[src/rtl/load_store_unit.sv]
// load_store_unit
//   Bridges single CPU load/store requests onto a word-wide DMEM port with a
//   combinational read path. Loads select and extend the addressed lane;
//   word stores write directly; byte/halfword stores read-modify-write.
//
//   Optional feature macro: LSU_MISALIGN_TRAP_EN
//     defined   -> misaligned requests skip the memory access and complete
//                  after one cycle with resp_misaligned=1 and resp_rdata=0.
//     undefined -> low address bits are ignored for halfword/word accesses
//                  and resp_misaligned is always 0.
//
//   Ports
//     clk, rst            clock, asynchronous active-high reset
//     req_valid/ready     request handshake (ready only in IDLE)
//     req_write           1 = store, 0 = load
//     req_size            00 byte, 01 halfword, 10/11 word
//     req_unsigned        loads: 1 = zero-extend, 0 = sign-extend
//     req_addr            byte address (ADDR_W bits)
//     req_wdata           right-justified store data
//     resp_valid          one-cycle completion pulse
//     resp_rdata          extended load data (0 for stores), held until next response
//     resp_misaligned     completed access was misaligned, held until next response
//     memwrite            DMEM word write enable
//     DMEM_address        DMEM word-aligned byte address
//     DMEM_data_in        DMEM write word
//     readdata            DMEM read word at DMEM_address

module load_store_unit #(
  parameter int ADDR_W = 32
) (
  input  logic              clk,
  input  logic              rst,
  input  logic              req_valid,
  output logic              req_ready,
  input  logic              req_write,
  input  logic [1:0]        req_size,
  input  logic              req_unsigned,
  input  logic [ADDR_W-1:0] req_addr,
  input  logic [31:0]       req_wdata,
  output logic              resp_valid,
  output logic [31:0]       resp_rdata,
  output logic              resp_misaligned,
  output logic              memwrite,
  output logic [ADDR_W-1:0] DMEM_address,
  output logic [31:0]       DMEM_data_in,
  input  logic [31:0]       readdata
);

`ifdef LSU_MISALIGN_TRAP_EN
  localparam bit TrapEn = 1'b1;
`else
  localparam bit TrapEn = 1'b0;
`endif

  typedef enum logic [1:0] {
    IDLE   = 2'd0,
    ACCESS = 2'd1,
    WRITE  = 2'd2,
    RESP   = 2'd3
  } state_t;

  state_t            r_state;
  state_t            w_nextState;

  logic              r_write;
  logic [1:0]        r_size;
  logic              r_unsigned;
  logic [ADDR_W-1:0] r_addr;
  logic [31:0]       r_wdata;
  logic [31:0]       r_merged;
  logic [31:0]       r_rdata;
  logic              r_misaligned;

  logic              w_reqMisaligned;
  logic              w_trap;
  logic [ADDR_W-1:0] w_wordAddr;
  logic [7:0]        w_byte;
  logic [15:0]       w_half;
  logic [31:0]       w_loadData;
  logic [31:0]       w_merged;

  // Misalignment is judged on the incoming request so a trapping request can
  // bypass the memory phases straight from IDLE.
  assign w_reqMisaligned = ((req_size == 2'b01) && req_addr[0]) ||
                           (req_size[1] && (req_addr[1:0] != 2'b00));
  assign w_trap          = TrapEn && w_reqMisaligned;

  assign w_wordAddr      = {r_addr[ADDR_W-1:2], 2'b00};

  assign resp_rdata      = r_rdata;
  assign resp_misaligned = r_misaligned;

  // Lane extraction and extension for loads; halfword lane uses only addr[1]
  // so an odd halfword address silently aligns down.
  always_comb begin
    w_byte = 8'h00;
    case (r_addr[1:0])
      2'b00:   w_byte = readdata[7:0];
      2'b01:   w_byte = readdata[15:8];
      2'b10:   w_byte = readdata[23:16];
      default: w_byte = readdata[31:24];
    endcase
    w_half = r_addr[1] ? readdata[31:16] : readdata[15:0];
    case (r_size)
      2'b00:   w_loadData = r_unsigned ? {24'h000000, w_byte}
                                       : {{24{w_byte[7]}}, w_byte};
      2'b01:   w_loadData = r_unsigned ? {16'h0000, w_half}
                                       : {{16{w_half[15]}}, w_half};
      default: w_loadData = readdata;
    endcase
  end

  // Sub-word store merge: the current memory word with only the target lane
  // replaced by the low bits of the store data.
  always_comb begin
    w_merged = readdata;
    if (r_size == 2'b00) begin
      case (r_addr[1:0])
        2'b00:   w_merged[7:0]   = r_wdata[7:0];
        2'b01:   w_merged[15:8]  = r_wdata[7:0];
        2'b10:   w_merged[23:16] = r_wdata[7:0];
        default: w_merged[31:24] = r_wdata[7:0];
      endcase
    end else if (r_addr[1]) begin
      w_merged[31:16] = r_wdata[15:0];
    end else begin
      w_merged[15:0] = r_wdata[15:0];
    end
  end

  // State register; reset drops any in-flight access immediately so no
  // write enable can reach DMEM after the reset edge.
  always_ff @(posedge clk or posedge rst) begin
    if (rst) begin
      r_state <= IDLE;
    end else begin
      r_state <= w_nextState;
    end
  end

  // Next-state and DMEM-side outputs. Word stores write during ACCESS;
  // sub-word stores read in ACCESS and write the merged word in WRITE.
  always_comb begin
    w_nextState  = r_state;
    req_ready    = 1'b0;
    resp_valid   = 1'b0;
    memwrite     = 1'b0;
    DMEM_address = '0;
    DMEM_data_in = 32'h0000_0000;
    case (r_state)
      IDLE: begin
        req_ready = 1'b1;
        if (req_valid) begin
          w_nextState = w_trap ? RESP : ACCESS;
        end
      end
      ACCESS: begin
        DMEM_address = w_wordAddr;
        if (r_write && r_size[1]) begin
          memwrite     = 1'b1;
          DMEM_data_in = r_wdata;
          w_nextState  = RESP;
        end else if (r_write) begin
          w_nextState = WRITE;
        end else begin
          w_nextState = RESP;
        end
      end
      WRITE: begin
        DMEM_address = w_wordAddr;
        memwrite     = 1'b1;
        DMEM_data_in = r_merged;
        w_nextState  = RESP;
      end
      RESP: begin
        resp_valid  = 1'b1;
        w_nextState = IDLE;
      end
      default: begin
        w_nextState = IDLE;
      end
    endcase
  end

  // Request capture, merge buffer and response registers. Response values
  // are only updated on the edge entering RESP so they hold between responses.
  always_ff @(posedge clk or posedge rst) begin
    if (rst) begin
      r_write      <= 1'b0;
      r_size       <= 2'b00;
      r_unsigned   <= 1'b0;
      r_addr       <= '0;
      r_wdata      <= 32'h0000_0000;
      r_merged     <= 32'h0000_0000;
      r_rdata      <= 32'h0000_0000;
      r_misaligned <= 1'b0;
    end else begin
      case (r_state)
        IDLE: begin
          if (req_valid) begin
            r_write    <= req_write;
            r_size     <= req_size;
            r_unsigned <= req_unsigned;
            r_addr     <= req_addr;
            r_wdata    <= req_wdata;
            if (w_trap) begin
              r_rdata      <= 32'h0000_0000;
              r_misaligned <= 1'b1;
            end
          end
        end
        ACCESS: begin
          if (!r_write) begin
            r_rdata      <= w_loadData;
            r_misaligned <= 1'b0;
          end else if (r_size[1]) begin
            r_rdata      <= 32'h0000_0000;
            r_misaligned <= 1'b0;
          end else begin
            r_merged <= w_merged;
          end
        end
        WRITE: begin
          r_rdata      <= 32'h0000_0000;
          r_misaligned <= 1'b0;
        end
        default: begin
        end
      endcase
    end
  end

endmodule

[config.mk]
export PLATFORM = sky130hd
export DESIGN_NAME = load_store_unit
export DESIGN_NICKNAME = d
export VERILOG_FILES = /design/src/rtl/load_store_unit.sv
export SDC_FILE = /design/constraint.sdc
export NUM_CORES = 1
export LEC_CHECK = 0
export CORE_AREA = 2 2 134 136
export CTS_BUF_LIST = sky130_fd_sc_hd__clkbuf_4 sky130_fd_sc_hd__clkbuf_8
export DETAILED_ROUTE_END_ITERATION = 7
export DIE_AREA = 0 0 136 138
export PLACE_DENSITY = 0.73
export SLEW_MARGIN = 20
export SYNTH_ARGS = -nofsm -noshare
export SYNTH_HDL_FRONTEND = slang
export SYNTH_SLANG_ARGS = --single-unit
[constraint.sdc]
create_clock -name clk -period 5.4 [get_ports clk]
set_input_delay 1.08 -clock clk [delete_from_list [all_inputs] [get_ports clk]]
set_output_delay 1.08 -clock clk [all_outputs]
set_load 0.02 [all_outputs]
* Word-level counts from Yosys, hierarchy flattened
Index checks and enable logic that the tools add are counted.
** Cells by class
- $add $sub $neg :: 0
- Multiply operators :: 0
- Divide/modulo/power cells :: 0
- Order comparisons :: 0
- Eq/ne operators :: 8
- Shifts and indexed selects :: 0
- Mux-type cells :: 29
- Bitwise gates (word level) :: 1
- Reduce and logical (&&, ||, !) cells :: 10
** Operators with widths (number)
- $mux 32 :: 7
- $pmux 32 s2 :: 3
- $mux 16 :: 3
- $mux 8 :: 4
- $pmux 8 s3 :: 1
- $pmux 2 s4 :: 1
- $mux 1 :: 7
- $eq 2x1->1 const B :: 3
- $eq 2x2->1 const B :: 3
- $logic_not 2->1 :: 3
- $pmux 1 s2 :: 2
- $reduce_and 2->1 :: 2
- $ne 3x3->1 const B :: 1
- $reduce_and 3->1 :: 1
- $reduce_or 3->1 :: 1
- $mux 2 :: 1
- $ne 2x2->1 const B :: 1
- $reduce_bool 2->1 :: 1
- $reduce_or 2->1 :: 1
- $logic_and 1x1->1 :: 1
- $not 1->1 :: 1
** Word-level totals
- Bits in registers :: 135
- Latch bits :: 0
- Memory bits (writable) :: 0
- ROM bits :: 0
- Output and inout bits :: 100
- Memories :: 0

* Longest topological paths before layout
Gate-level depths: netlist of run 1.
- Depth after elaboration :: 6
- Mapped depth :: 9
- Depth with buffers taken out :: 6

* Worst setup path before layout of run 1
No wires, ideal clock.
- Kind :: flip-flop to output port
- Start point :: register r_state[1]
- End point :: output DMEM_data_in[31]
- Arrival time :: 1.800 ns
- Slack :: 2.520 ns
- Cell stages (with the launch flop) :: 9
- Cells stage by stage :: dfrtp_1 -> inv_1 -> ha_1 -> clkbuf_2 -> and3_1 -> clkbuf_1 -> clkbuf_1 -> a22oi_1 -> nor2b_1
** Between the ends
- Word-level cells in the longest chain between the ends :: 2
- Elaborated cells between the ends (all ways) :: 3
** Ends and longest elaborated chain
- start: declaration :: line 62 : state_t r_state;
- start signal: assignment :: line 137 : r_state <= w_nextState;
- $eq 2x2->1 / $eq 2x1->1 (equally long branches) :: line 150 : case (r_state)
- $pmux 32 s2 * :: line 150
- end: declaration :: line 45 : output logic [31:0] DMEM_data_in,
Every way passes the cells marked *; elsewhere a longest branch is shown, timed or not.

* Final worst setup path of run 1
- Start point :: register r_state[1]
- End point :: output DMEM_data_in[11]
The elaborated chain is that of the path after synthesis.

==> results of run 1 <==
[where the power goes]
part	internal, uW	total [uW]	switching (uW)
Combinational	1590	3280	1690
Clock	492	859	367
Sequential	1490	1900	412
Total	3570	6050	2470
[flip-flops by register name (all words and copies together) (netlist names)]
signal,count
r_addr,32
r_merged,32
r_size,2
r_state,2
r_unsigned,1
r_wdata,32
r_write,1
resp_rdata,32
[stage by stage]
step	area [sq um]	util (%)	hold slack, ns	std cells	power (uW)
floorplan	6778	-	0.4502	625	3931
global placement	8879	50.64	0.4644	1006	5144
detailed placement	8879	50.64	0.4731	1006	5206
CTS	9283	52.94	0.4893	1035	6083
global route	9285	52.95	0.5118	1035	6444
finish	9285	52.95	0.4835	1035	6045
[how the worst min path moves through the flow]
stage | from | to | slack [ns] | cells after the start
global route | resp_rdata[12] | resp_rdata[12] | 0.51 | 2
floorplan | r_merged[0] | r_merged[0] | 0.45 | 2
CTS | resp_rdata[13] | resp_rdata[13] | 0.49 | 2
global placement | resp_rdata[8] | resp_rdata[8] | 0.46 | 2
finish | r_merged[20] | r_merged[20] | 0.48 | 2
detailed placement | resp_rdata[13] | resp_rdata[13] | 0.47 | 2
[cells by family after synthesis]
logic type | Yosys count | synth area share, %
AOI/OAI and AO/OA | 171 | 17.87
and+or+nand+nor | 159 | 12.60
DFF | 134 | 49.53
muxes | 93 | 15.14
buffers and inverters | 61 | 4.066
adders and majority gates | 4 | 0.7393
other | 1 | 0.05539
[routing by layer]
metal,vias to the layer above,GRT usage (%),share of wire (%)
li1,2601,-,-
met1,2700,27.70,41
met2,242,34.01,49
met3,31,6.637,7.9
met4,0,6.360,2.3
met5,-,0,0
[final cells by class]
| cell class | instances | area, sq um |
|---|---|---|
| repair buffers | 208 | 2059 |
| multi-input cells | 430 | 3156 |
| inverters | 5 | 26.28 |
| fillers | 1623 | 8249 |
| flip-flops and latches | 134 | 3353 |
| well taps | 229 | 286.5 |
| clock buffers | 26 | 339.1 |
| clock inverters | 3 | 65.06 |
[cell usage in the layout (no fill, tap or decap), types with 4 or more instances in the layout]
cell / synthesis / final
sky130_fd_sc_hd__a22o_1: 6 / 6
sky130_fd_sc_hd__o22ai_1: 17 / 17
sky130_fd_sc_hd__dfrtp_1: 134 / 134
sky130_fd_sc_hd__nor2b_1: 44 / 44
sky130_fd_sc_hd__a311oi_1: 6 / 6
sky130_fd_sc_hd__o21ai_0: 60 / 60
sky130_fd_sc_hd__clkbuf_8: 0 / 23
sky130_fd_sc_hd__a21oi_1: 6 / 6
sky130_fd_sc_hd__nor2_1: 6 / 6
sky130_fd_sc_hd__and2_1: 31 / 31
sky130_fd_sc_hd__a221o_1: 7 / 7
sky130_fd_sc_hd__nand2b_1: 4 / 4
sky130_fd_sc_hd__clkdlybuf4s50_1: 0 / 199
sky130_fd_sc_hd__a221oi_1: 7 / 7
sky130_fd_sc_hd__nand2_1: 57 / 56
sky130_fd_sc_hd__o31ai_1: 6 / 6
sky130_fd_sc_hd__ha_1: 4 / 4
sky130_fd_sc_hd__mux2_2: 69 / 69
sky130_fd_sc_hd__a22oi_1: 33 / 33
sky130_fd_sc_hd__a221o_2: 10 / 10
sky130_fd_sc_hd__or3_1: 6 / 6
sky130_fd_sc_hd__mux2i_1: 22 / 22
sky130_fd_sc_hd__buf_4: 4 / 9
[critical path, cell delays in order, from the launching register on]
cell and delay [ns]:
sky130_fd_sc_hd__dfrtp_1 0.41, sky130_fd_sc_hd__inv_1 0.11, sky130_fd_sc_hd__ha_1 0.34, sky130_fd_sc_hd__and3_1 0.21
sky130_fd_sc_hd__buf_4 0.36, sky130_fd_sc_hd__a22oi_1 0.20, sky130_fd_sc_hd__nor2b_1 0.16, sky130_fd_sc_hd__clkdlybuf4s50_1 0.61
==> Implementation_results.wiki, run 1 <==
{| class="wikitable"
! Metric !! Value
|-
| Crit share post-route || 72.74%
|-
| Hold Fails Final Rpt || 0
|-
| GP Congestion || 0.8761
|-
| FF-to-FF Start || r_addr[1]
|-
| Maximum VDD drop || 0.0004096 V
|-
| Final-stage net count || 903
|-
| Post-Synthesis Mean Instance Area || 10.87 sq um
|-
| Count leader, synth || sky130_fd_sc_hd__dfrtp_1
|-
| Clock transition time at the flip-flop clock pins of the worst setup and hold paths || 0.07 ns
|-
| Share of synthesized registers carrying an async set or reset || 100.0%
|-
| Pin count of the biggest net entering global routing || 110
|-
| Fraction of the yosys area taken by sequential cells || 49.53%
|-
| DR vias/cell || 5.386
|-
| Endpoint of the most critical register-to-register path || r_merged[28]
|-
| Endpoints failing setup || 0
|-
| GR Util All Layers || 21.28%
|-
| Worst-case setup slack after placement || 1.896 ns
|-
| Number of top-level pins || 203
|-
| Maximum capacitance violations || 0
|-
| Yosys cell types || 48
|-
| Remaining antenna violation count after routing || 0
|-
| Average wire length per cell after detail routing || 19.09 um
|-
| Number of buffers added to fix hold violations after cts || 0
|-
| Critical path launch point || r_state[1]
|-
| Rel. slew slack || 25.59%
|-
| Commonest register cell after synthesis || sky130_fd_sc_hd__dfrtp_1
|-
| Clk root buf || sky130_fd_sc_hd__clkbuf_8
|-
| Initial antenna violation count || 0
|-
| Clock latency of the later-clocked register in the worst-skew pair || 0.44 ns
|-
| Clock H-tree levels || 4
|-
| Final Worst Setup Slack || 1.472 ns
|-
| Top fanout value on the critical path || 33
|-
| Cell area after synthesis || 0.006770 sq mm
|-
| Post-Route WL || 19,760 um
|-
| Static power due to leakage || 0.003795 uW
|-
| Antenna fix cells || 0
|-
| Number of global-route vias before repair || 5,596
|-
| First-pass GRT wire length || 31,020 um
|-
| Maximum frequency from static timing analysis || 254.6 MHz
|-
| Number of buffer cells added on primary ports || 199
|-
| Share of layout cells above drive strength 1 || 16.00%
|-
| CTS max path bufs || 2
|-
| Iteration-0 DRC count of the detailed router || 345
|-
| Status || completed
|-
| Vias after detailed routing || 5,574
|-
| Endpoint required time on the critical path || 4.32 ns
|-
| First-pass iteration count of the detailed router || 5
|-
| Arrival time worst endpoint || 2.85 ns
|-
| Setup total negative slack || 0 ns
|-
| Synthesis Warnings || 0
|-
| Commonest cells in the synthesized netlist || sky130_fd_sc_hd__dfrtp_1, sky130_fd_sc_hd__mux2_2, sky130_fd_sc_hd__o21ai_0, sky130_fd_sc_hd__nand2_1, sky130_fd_sc_hd__nor2b_1
|-
| End point of the critical path || DMEM_data_in[11]
|-
| Synthesized instance count || 623
|-
| Vert. Die Dim || 138 um
|-
| Horizontal die dimension || 136 um
|-
| Class of the worst hold path || reg2reg
|-
| Flip-flop and latch count after synthesis || 134
|-
| Setup bufs post-CTS || 0
|-
| Num CTS Buffers || 17
|-
| Type of the worst setup path || reg2out
|-
| Tightest Pin Transition || 1.116 ns
|-
| Reg-to-reg setup timing slack || 2.59 ns
|-
| Detailed placer's ending HPWL || 14,140 um
|-
| Final period demand of the worst path || 3.928 ns
|-
| Clock tree from TritonCTS || yes
|-
| Worst setup SP type || flop
|-
| Placeable Area || 0.01753 sq mm
|-
| Total power divided by cell area || 651.0 mW/mm^2
|-
| Area share of the largest cell type after synthesis || 49.53%
|-
| DIE AREA || 0.01877 sq mm
|-
| Max-slew violation count || 0
|-
| Total congestion overflow after global routing || 0
|-
| Number of cells on the worst reg-to-reg path || 4
|-
| Starting Density || 38.61%
|-
| Count of flip-flops with a built-in enable after synthesis || 0
|-
| # rows || 49
|-
| Cell type contributing the most total cell area after synthesis || sky130_fd_sc_hd__dfrtp_1
|-
| Dominant cells by area after synthesis || sky130_fd_sc_hd__dfrtp_1, sky130_fd_sc_hd__mux2_2, sky130_fd_sc_hd__o21ai_0
|-
| Post-route clock skew || 0.01173 ns
|-
| Sink count of the clock tree || 134
|-
| Area grow syn2layout || 37.15%
|-
| Setup repair after global routing missed its margin || false
|-
| Cells resized by post-CTS repair || 0
|-
| Worst Setup End Kind || output pin
|-
| DRC violation count after routing || 0
|}
(Power assumes the default switching activity.)
==> run 2, diff against run 1 <==
--- a/config.mk
+++ b/config.mk
@@ -9,7 +9,7 @@
 export CTS_BUF_LIST = sky130_fd_sc_hd__clkbuf_4 sky130_fd_sc_hd__clkbuf_8
 export DETAILED_ROUTE_END_ITERATION = 7
 export DIE_AREA = 0 0 136 138
-export PLACE_DENSITY = 0.73
+export PLACE_DENSITY = 0.76
 export SLEW_MARGIN = 20
 export SYNTH_ARGS = -nofsm -noshare
 export SYNTH_HDL_FRONTEND = slang
==> constraint.sdc (replaced) <==
create_clock -name clk -period 3.6 [get_ports clk]
set_input_delay 0.72 -clock clk [delete_from_list [all_inputs] [get_ports clk]]
set_output_delay 0.72 -clock clk [all_outputs]
set_load 0.02 [all_outputs]
==> run 2 against run 1 <==
Effect of this change: worst setup slack worse by 1.2 ns; via count up 1.5%; wire length up 0.38%; core utilization up 0.54 points; largest cell class unchanged; register-to-register slack worse by 1.6 ns; sequential cell count unchanged; sequential power up 48%; clock skew about the same.
==> Implementation_results.wiki, run 2 (synthesized netlist as in run 1, its figures left out) <==
{| class="wikitable"
! Metric !! Value
|-
| # rows || 49
|-
| Tightest Pin Transition || 0.9091 ns
|-
| DRC violation count after routing || 0
|-
| Hold Fails Final Rpt || 0
|-
| Total power || 9207 uW
|-
| Final period demand of the worst path || 3.378 ns
|-
| Remaining antenna violation count after routing || 0
|-
| Placed Instance Area || 0.008937 sq mm
|-
| Most frequent cells in the layout || sky130_fd_sc_hd__clkdlybuf4s50_1, sky130_fd_sc_hd__dfrtp_1, sky130_fd_sc_hd__mux2_2
|-
| Antenna fix cells || 0
|-
| Pin count of the biggest net entering global routing || 69
|-
| Post-Route WL || 19,830 um
|-
| Area grow syn2layout || 38.53%
|-
| First-pass GRT wire length || 31,320 um
|-
| Arrival time worst endpoint || 2.66 ns
|-
| Cell Chain, Critical Path || inv_1 -> ha_2 -> and3_1 -> buf_6 -> a22oi_1 -> nor2b_1 -> clkdlybuf4s50_1
|-
| Average wire length per cell after detail routing || 19.05 um
|-
| Static power due to leakage || 0.003828 uW
|-
| DR vias/cell || 5.435
|-
| Sink count of the clock tree || 134
|-
| Top fanout value on the critical path || 33
|-
| Slowest CP cell || sky130_fd_sc_hd__clkdlybuf4s50_1
|-
| Type of the worst setup path || reg2out
|-
| Vias after detailed routing || 5,658
|-
| Vert. Die Dim || 138 um
|-
| Final Worst Setup Slack || 0.2220 ns
|-
| Worst Setup End Kind || output pin
|-
| Clock latency of the later-clocked register in the worst-skew pair || 0.45 ns
|-
| Max-slew violation count || 0
|-
| Total power divided by cell area || 981.7 mW/mm^2
|-
| Worst path max stage delay || 0.63 ns
|-
| Cell Count Post-Placement || 1,009
|-
| Setup repair after global routing missed its margin || false
|-
| Clock transition time at the flip-flop clock pins of the worst setup and hold paths || 0.08 ns
|-
| Non-filler instance count after layout || 1,041
|-
| Final-stage net count || 906
|-
| Cell class contributing the biggest share of worst-path delay || buffers and inverters
|-
| Clock tree from TritonCTS || yes
|-
| Maximum capacitance violations || 0
|-
| Number of top-level pins || 203
|-
| Starting Density || 38.61%
|-
| Clk root buf || sky130_fd_sc_hd__clkbuf_8
|-
| Maximum VDD drop || 0.0005048 V
|-
| Detailed placer's ending HPWL || 13,990 um
|-
| Status || completed
|-
| Crit share post-route || 93.83%
|-
| Maximum frequency from static timing analysis || 296.0 MHz
|-
| Rel. slew slack || 39.27%
|-
| GP Congestion || 0.8818
|-
| Endpoint required time on the critical path || 2.88 ns
|-
| Worst setup SP type || flop
|-
| Buffers and inverters on the worst path || 3
|-
| First-pass iteration count of the detailed router || 5
|-
| Placeable Area || 0.01753 sq mm
|-
| Initial antenna violation count || 0
|-
| Total congestion overflow after global routing || 0
|-
| Post-route clock skew || 0.01145 ns
|-
| Num CTS Buffers || 17
|-
| Number of buffer cells added on primary ports || 199
|-
| Horizontal die dimension || 136 um
|-
| Clock H-tree levels || 4
|-
| Leading cell type in the layout, fill and taps excluded || sky130_fd_sc_hd__clkdlybuf4s50_1
|-
| GR Util All Layers || 21.32%
|-
| DIE AREA || 0.01877 sq mm
|-
| Endpoints failing setup || 0
|-
| Worst-case setup slack after placement || 0.5232 ns
|-
| Number of buffers added to fix hold violations after cts || 0
|-
| Iteration-0 DRC count of the detailed router || 391
|-
| Class of the worst hold path || reg2reg
|-
| CTS max path bufs || 2
|-
| Setup total negative slack || 0 ns
|-
| Final instance area || 0.009379 sq mm
|-
| Number of global-route vias before repair || 5,648
|-
| Share of layout cells above drive strength 1 || 16.75%
|}
-- run 2: changes by cell type in the layout (fill, tap and decap cells not counted), sizes merged --
cell	change
buf	+3
bufinv	+2
clkbuf	-3
clkinv	+2
clkinvlp	+3
inv	-1
-- run 2: cell type report --
class                      instances  area [sq um]
timing repair buffer             211          2123
multi-input combinational        430          3158
clock buffer                      23         285.3
fill                            1563          8155
inverter                           5         22.52
tap                              229         286.5
clock inverter                     9         150.1
sequential                       134          3353
-- run 2: routing by layer --
metal | wire (um) | vias up | track usage [%]
li1 | - | 2606 | -
met1 | 8300 | 2768 | 28.05
met2 | 9420 | 237 | 33.54
met3 | 1498 | 47 | 5.904
met4 | 611 | 0 | 7.950
met5 | 0 | - | 0
-- run 2: through the flow --
step                      utilization, %  hold WS [ns]
final                              53.49        0.4843
after detailed placement           50.97        0.4710
after global routing               53.49        0.5125
after floorplan                        -        0.4502
after CTS                          53.45        0.4868
after global placement             50.97        0.4646
-- run 2: worst min-delay path, cell delays in order (launching register included) --
cell                      delay, ns
sky130_fd_sc_hd__dfrtp_1       0.35
sky130_fd_sc_hd__nand2_1       0.05
sky130_fd_sc_hd__o31ai_1       0.05
-- run 2: report_power, final --
part	leakage, uW	internal (uW)	switching [uW]
clock network	0.000221	808	580
logic	0.00196	2400	2610
registers	0.00165	2240	571
total	0.00383	5450	3760
-- run 2: worst paths after layout --
| kind | from | to | slack, ns | cells after the start |
|---|---|---|---|---|
| max in group asynchronous | rst | r_merged[19] | 2.13 | 3 |
| min in group asynchronous | rst | r_addr[3] | 0.74 | 2 |
| worst min register to register | resp_rdata[1] | resp_rdata[1] | 0.48 | 2 |
| worst min-delay path | resp_rdata[1] | resp_rdata[1] | 0.48 | 2 |
| worst max register to register | r_state[0] | resp_rdata[14] | 0.97 | 7 |
| worst max-delay path | r_state[1] | DMEM_data_in[10] | 0.22 | 7 |
-- run 2: repair_timing --
item	CTS	global route
endpoints found under the setup margin	0	31
resized for setup	0	2
setup buffers	0	0
==> run 3, diff against run 2 <==
--- a/config.mk
+++ b/config.mk
@@ -9,6 +9,7 @@
 export CTS_BUF_LIST = sky130_fd_sc_hd__clkbuf_4 sky130_fd_sc_hd__clkbuf_8
 export DETAILED_ROUTE_END_ITERATION = 7
 export DIE_AREA = 0 0 136 138
+export GPL_TIMING_DRIVEN = 0
 export PLACE_DENSITY = 0.76
 export SLEW_MARGIN = 20
 export SYNTH_ARGS = -nofsm -noshare
==> run 3 against run 2 <==
Effect of this change: cell area rose by 2.3%; cell count grew 4.4%; clock-buffer cell count down 3; worst setup slack got worse by 0.035 ns; via count grew 3.5%; sequential cell count unchanged; wire length grew 5.8%; non-clock buffer count up 46; register-to-register slack improved by 0.21 ns; hold slack improved by 0.0078 ns; critical path type unchanged; highest routed layer unchanged.
==> Implementation_results.wiki, run 3 (synthesized netlist as in run 1, its figures left out) <==
{| class="wikitable"
! Metric !! Value
|-
| Status || completed
|-
| Maximum frequency from static timing analysis || 293.0 MHz
|-
| Sink count of the clock tree || 134
|-
| Setup bufs post-CTS || 0
|-
| Rel. slew slack || 51.83%
|-
| Clock share of power || 14.5%
|-
| First-pass GRT wire length || 32,850 um
|-
| Power spent charging and discharging nets || 3906 uW
|-
| GR Util All Layers || 22.61%
|-
| # rows || 49
|-
| Arrival time worst endpoint || 2.69 ns
|-
| Num CTS Buffers || 17
|-
| Vias after detailed routing || 5,858
|-
| Switching Share || 41.73%
|-
| Share of layout cells above drive strength 1 || 17.83%
|-
| Total power divided by cell area || 976.0 mW/mm^2
|-
| Leading cell type in the layout, fill and taps excluded || sky130_fd_sc_hd__clkdlybuf4s50_1
|-
| Hold Fails Final Rpt || 0
|-
| Detailed placer's ending HPWL || 15,840 um
|-
| Crit share post-route || 94.81%
|-
| Class of the worst hold path || reg2reg
|-
| Non-filler instance count after layout || 1,087
|-
| Total power || 9360 uW
|-
| Starting Density || 38.61%
|-
| Sequential standard cell area || 0.003353 sq mm
|-
| DR vias/cell || 5.389
|-
| CTS max path bufs || 2
|-
| Most frequent cells in the layout || sky130_fd_sc_hd__clkdlybuf4s50_1, sky130_fd_sc_hd__dfrtp_1, sky130_fd_sc_hd__mux2_2
|-
| Total congestion overflow after global routing || 0
|-
| Initial antenna violation count || 0
|-
| Clock tree from TritonCTS || yes
|-
| Maximum VDD drop || 0.0004517 V
|-
| Vert. Die Dim || 138 um
|-
| Worst setup SP type || flop
|-
| Pin count of the biggest net entering global routing || 34
|-
| Number of top-level pins || 203
|-
| Remaining antenna violation count after routing || 0
|-
| Antenna fix cells || 0
|-
| Final-stage net count || 952
|-
| Area grow syn2layout || 41.66%
|-
| Placeable Area || 0.01753 sq mm
|-
| Max-slew violation count || 0
|-
| Final-layout fill cell count || 1,571
|-
| Final core utilization || 54.70%
|-
| Number of buffer cells added on primary ports || 199
|-
| Reg power frac || 29.6%
|-
| Clock H-tree levels || 4
|-
| Iteration-0 DRC count of the detailed router || 424
|-
| Layer with the highest usage after global routing || met2
|-
| Clock latency of the later-clocked register in the worst-skew pair || 0.45 ns
|-
| Cell internal power dissipation || 5454 uW
|-
| Setup repair after global routing missed its margin || false
|-
| Endpoints failing setup || 0
|-
| Global-route track usage on met1 || 29.62%
|-
| Horizontal die dimension || 136 um
|-
| Average wire length per cell after detail routing || 19.31 um
|-
| Post-Route WL || 20,990 um
|-
| Met3 Use GR || 7.261%
|-
| Top fanout value on the critical path || 10
|-
| First-pass iteration count of the detailed router || 7
|-
| Type of the worst setup path || reg2out
|-
| Endpoint required time on the critical path || 2.88 ns
|-
| Clk root buf || sky130_fd_sc_hd__clkbuf_8
|-
| GP Congestion || 0.9199
|-
| Maximum capacitance violations || 0
|-
| Combinational group share of total power || 56.0%
|-
| Worst Setup End Kind || output pin
|-
| Area of combinational cells with multiple inputs || 0.003154 sq mm
|-
| Final period demand of the worst path || 3.413 ns
|-
| Cell Count Post-Placement || 1,057
|-
| Setup total negative slack || 0 ns
|-
| Met2 usage in global routing || 35.92%
|-
| Post-route clock skew || 0.009271 ns
|-
| Tightest Pin Transition || 0.7210 ns
|-
| Static power due to leakage || 0.003982 uW
|-
| Clock transition time at the flip-flop clock pins of the worst setup and hold paths || 0.08 ns
|-
| DIE AREA || 0.01877 sq mm
|-
| Number of global-route vias before repair || 5,858
|-
| DRC violation count after routing || 0
|}
## run 3: cell types whose count changed in the layout (fill, tap and decap cells not counted), moves of 4 or more
cell	previous run	this run
sky130_fd_sc_hd__buf_1	0	5
sky130_fd_sc_hd__buf_2	0	11
sky130_fd_sc_hd__buf_4	8	4
sky130_fd_sc_hd__clkbuf_1	0	22
sky130_fd_sc_hd__clkbuf_2	0	7
sky130_fd_sc_hd__clkdlybuf4s50_1	199	195
## run 3: final cells by class
| class | instances | share of cell area (%) |
|---|---|---|
| Sequential cell | 134 | 34.96 |
| Multi-Input combinational cell | 430 | 32.89 |
| Timing Repair Buffer | 203 | 21.63 |
| Tap cell | 229 | 2.988 |
| Clock buffer | 20 | 2.870 |
| Buffer | 54 | 2.844 |
| Clock inverter | 12 | 1.579 |
| Inverter | 5 | 0.2348 |
## run 3: critical path, stage by stage (launching register included)
cell and delay, ns:
sky130_fd_sc_hd__dfrtp_1 0.42, sky130_fd_sc_hd__inv_1 0.10, sky130_fd_sc_hd__ha_1 0.14, sky130_fd_sc_hd__clkbuf_2 0.19
sky130_fd_sc_hd__and3_4 0.26, sky130_fd_sc_hd__clkbuf_4 0.23, sky130_fd_sc_hd__a22oi_1 0.08, sky130_fd_sc_hd__nor2b_1 0.18
sky130_fd_sc_hd__clkdlybuf4s50_1 0.63
## run 3: power groups by stage
| stage | combinational (uW) | sequential, uW | clock, uW |
|---|---|---|---|
| 2_1_floorplan | 3130 | 2770 | 0 |
| 3_3_place_gp | 5140 | 2760 | 0 |
| 3_5_place_dp | 5210 | 2780 | 0 |
| 4_1_cts | 5240 | 2760 | 1380 |
| 5_1_grt | 5670 | 2850 | 1440 |
| 6_report | 5240 | 2770 | 1360 |
## run 3: worst paths after layout
check	cells after the start	startpoint	slack, ns	to
hold / removal	2	resp_rdata[13]	0.49	resp_rdata[13]
max in group asynchronous	4	rst	2.10	r_wdata[18]
setup / recovery	8	r_state[1]	0.19	DMEM_data_in[11]
min in group asynchronous	2	rst	0.72	resp_rdata[30]
setup reg to reg	9	r_state[0]	1.18	resp_rdata[14]
hold reg to reg	2	resp_rdata[13]	0.49	resp_rdata[13]
## run 3: timing repair
action,in CTS,in global routing
endpoints found under the setup margin,38,24
hold buffers,0,0
resized for setup,9,15
## run 3: through the flow
| step | instance area, sq um | hold slack, ns | worst slack [ns] |
|---|---|---|---|
| 3_5_place_dp | 9140 | 0.4747 | 0.1703 |
| 3_3_place_gp | 9060 | 0.4629 | -0.06213 |
| 2_1_floorplan | 6782 | 0.4502 | 1.080 |
| 4_1_cts | 9573 | 0.4928 | 0.07649 |
| 5_1_grt | 9590 | 0.5097 | 0.001032 |
| 6_report | 9590 | 0.4921 | 0.1867 |
## run 3: per-layer routing
metal,routed length [um],vias up
li1,-,2701
met2,9963,265
met5,0,-
met3,1794,43
met1,8705,2849
met4,522,0
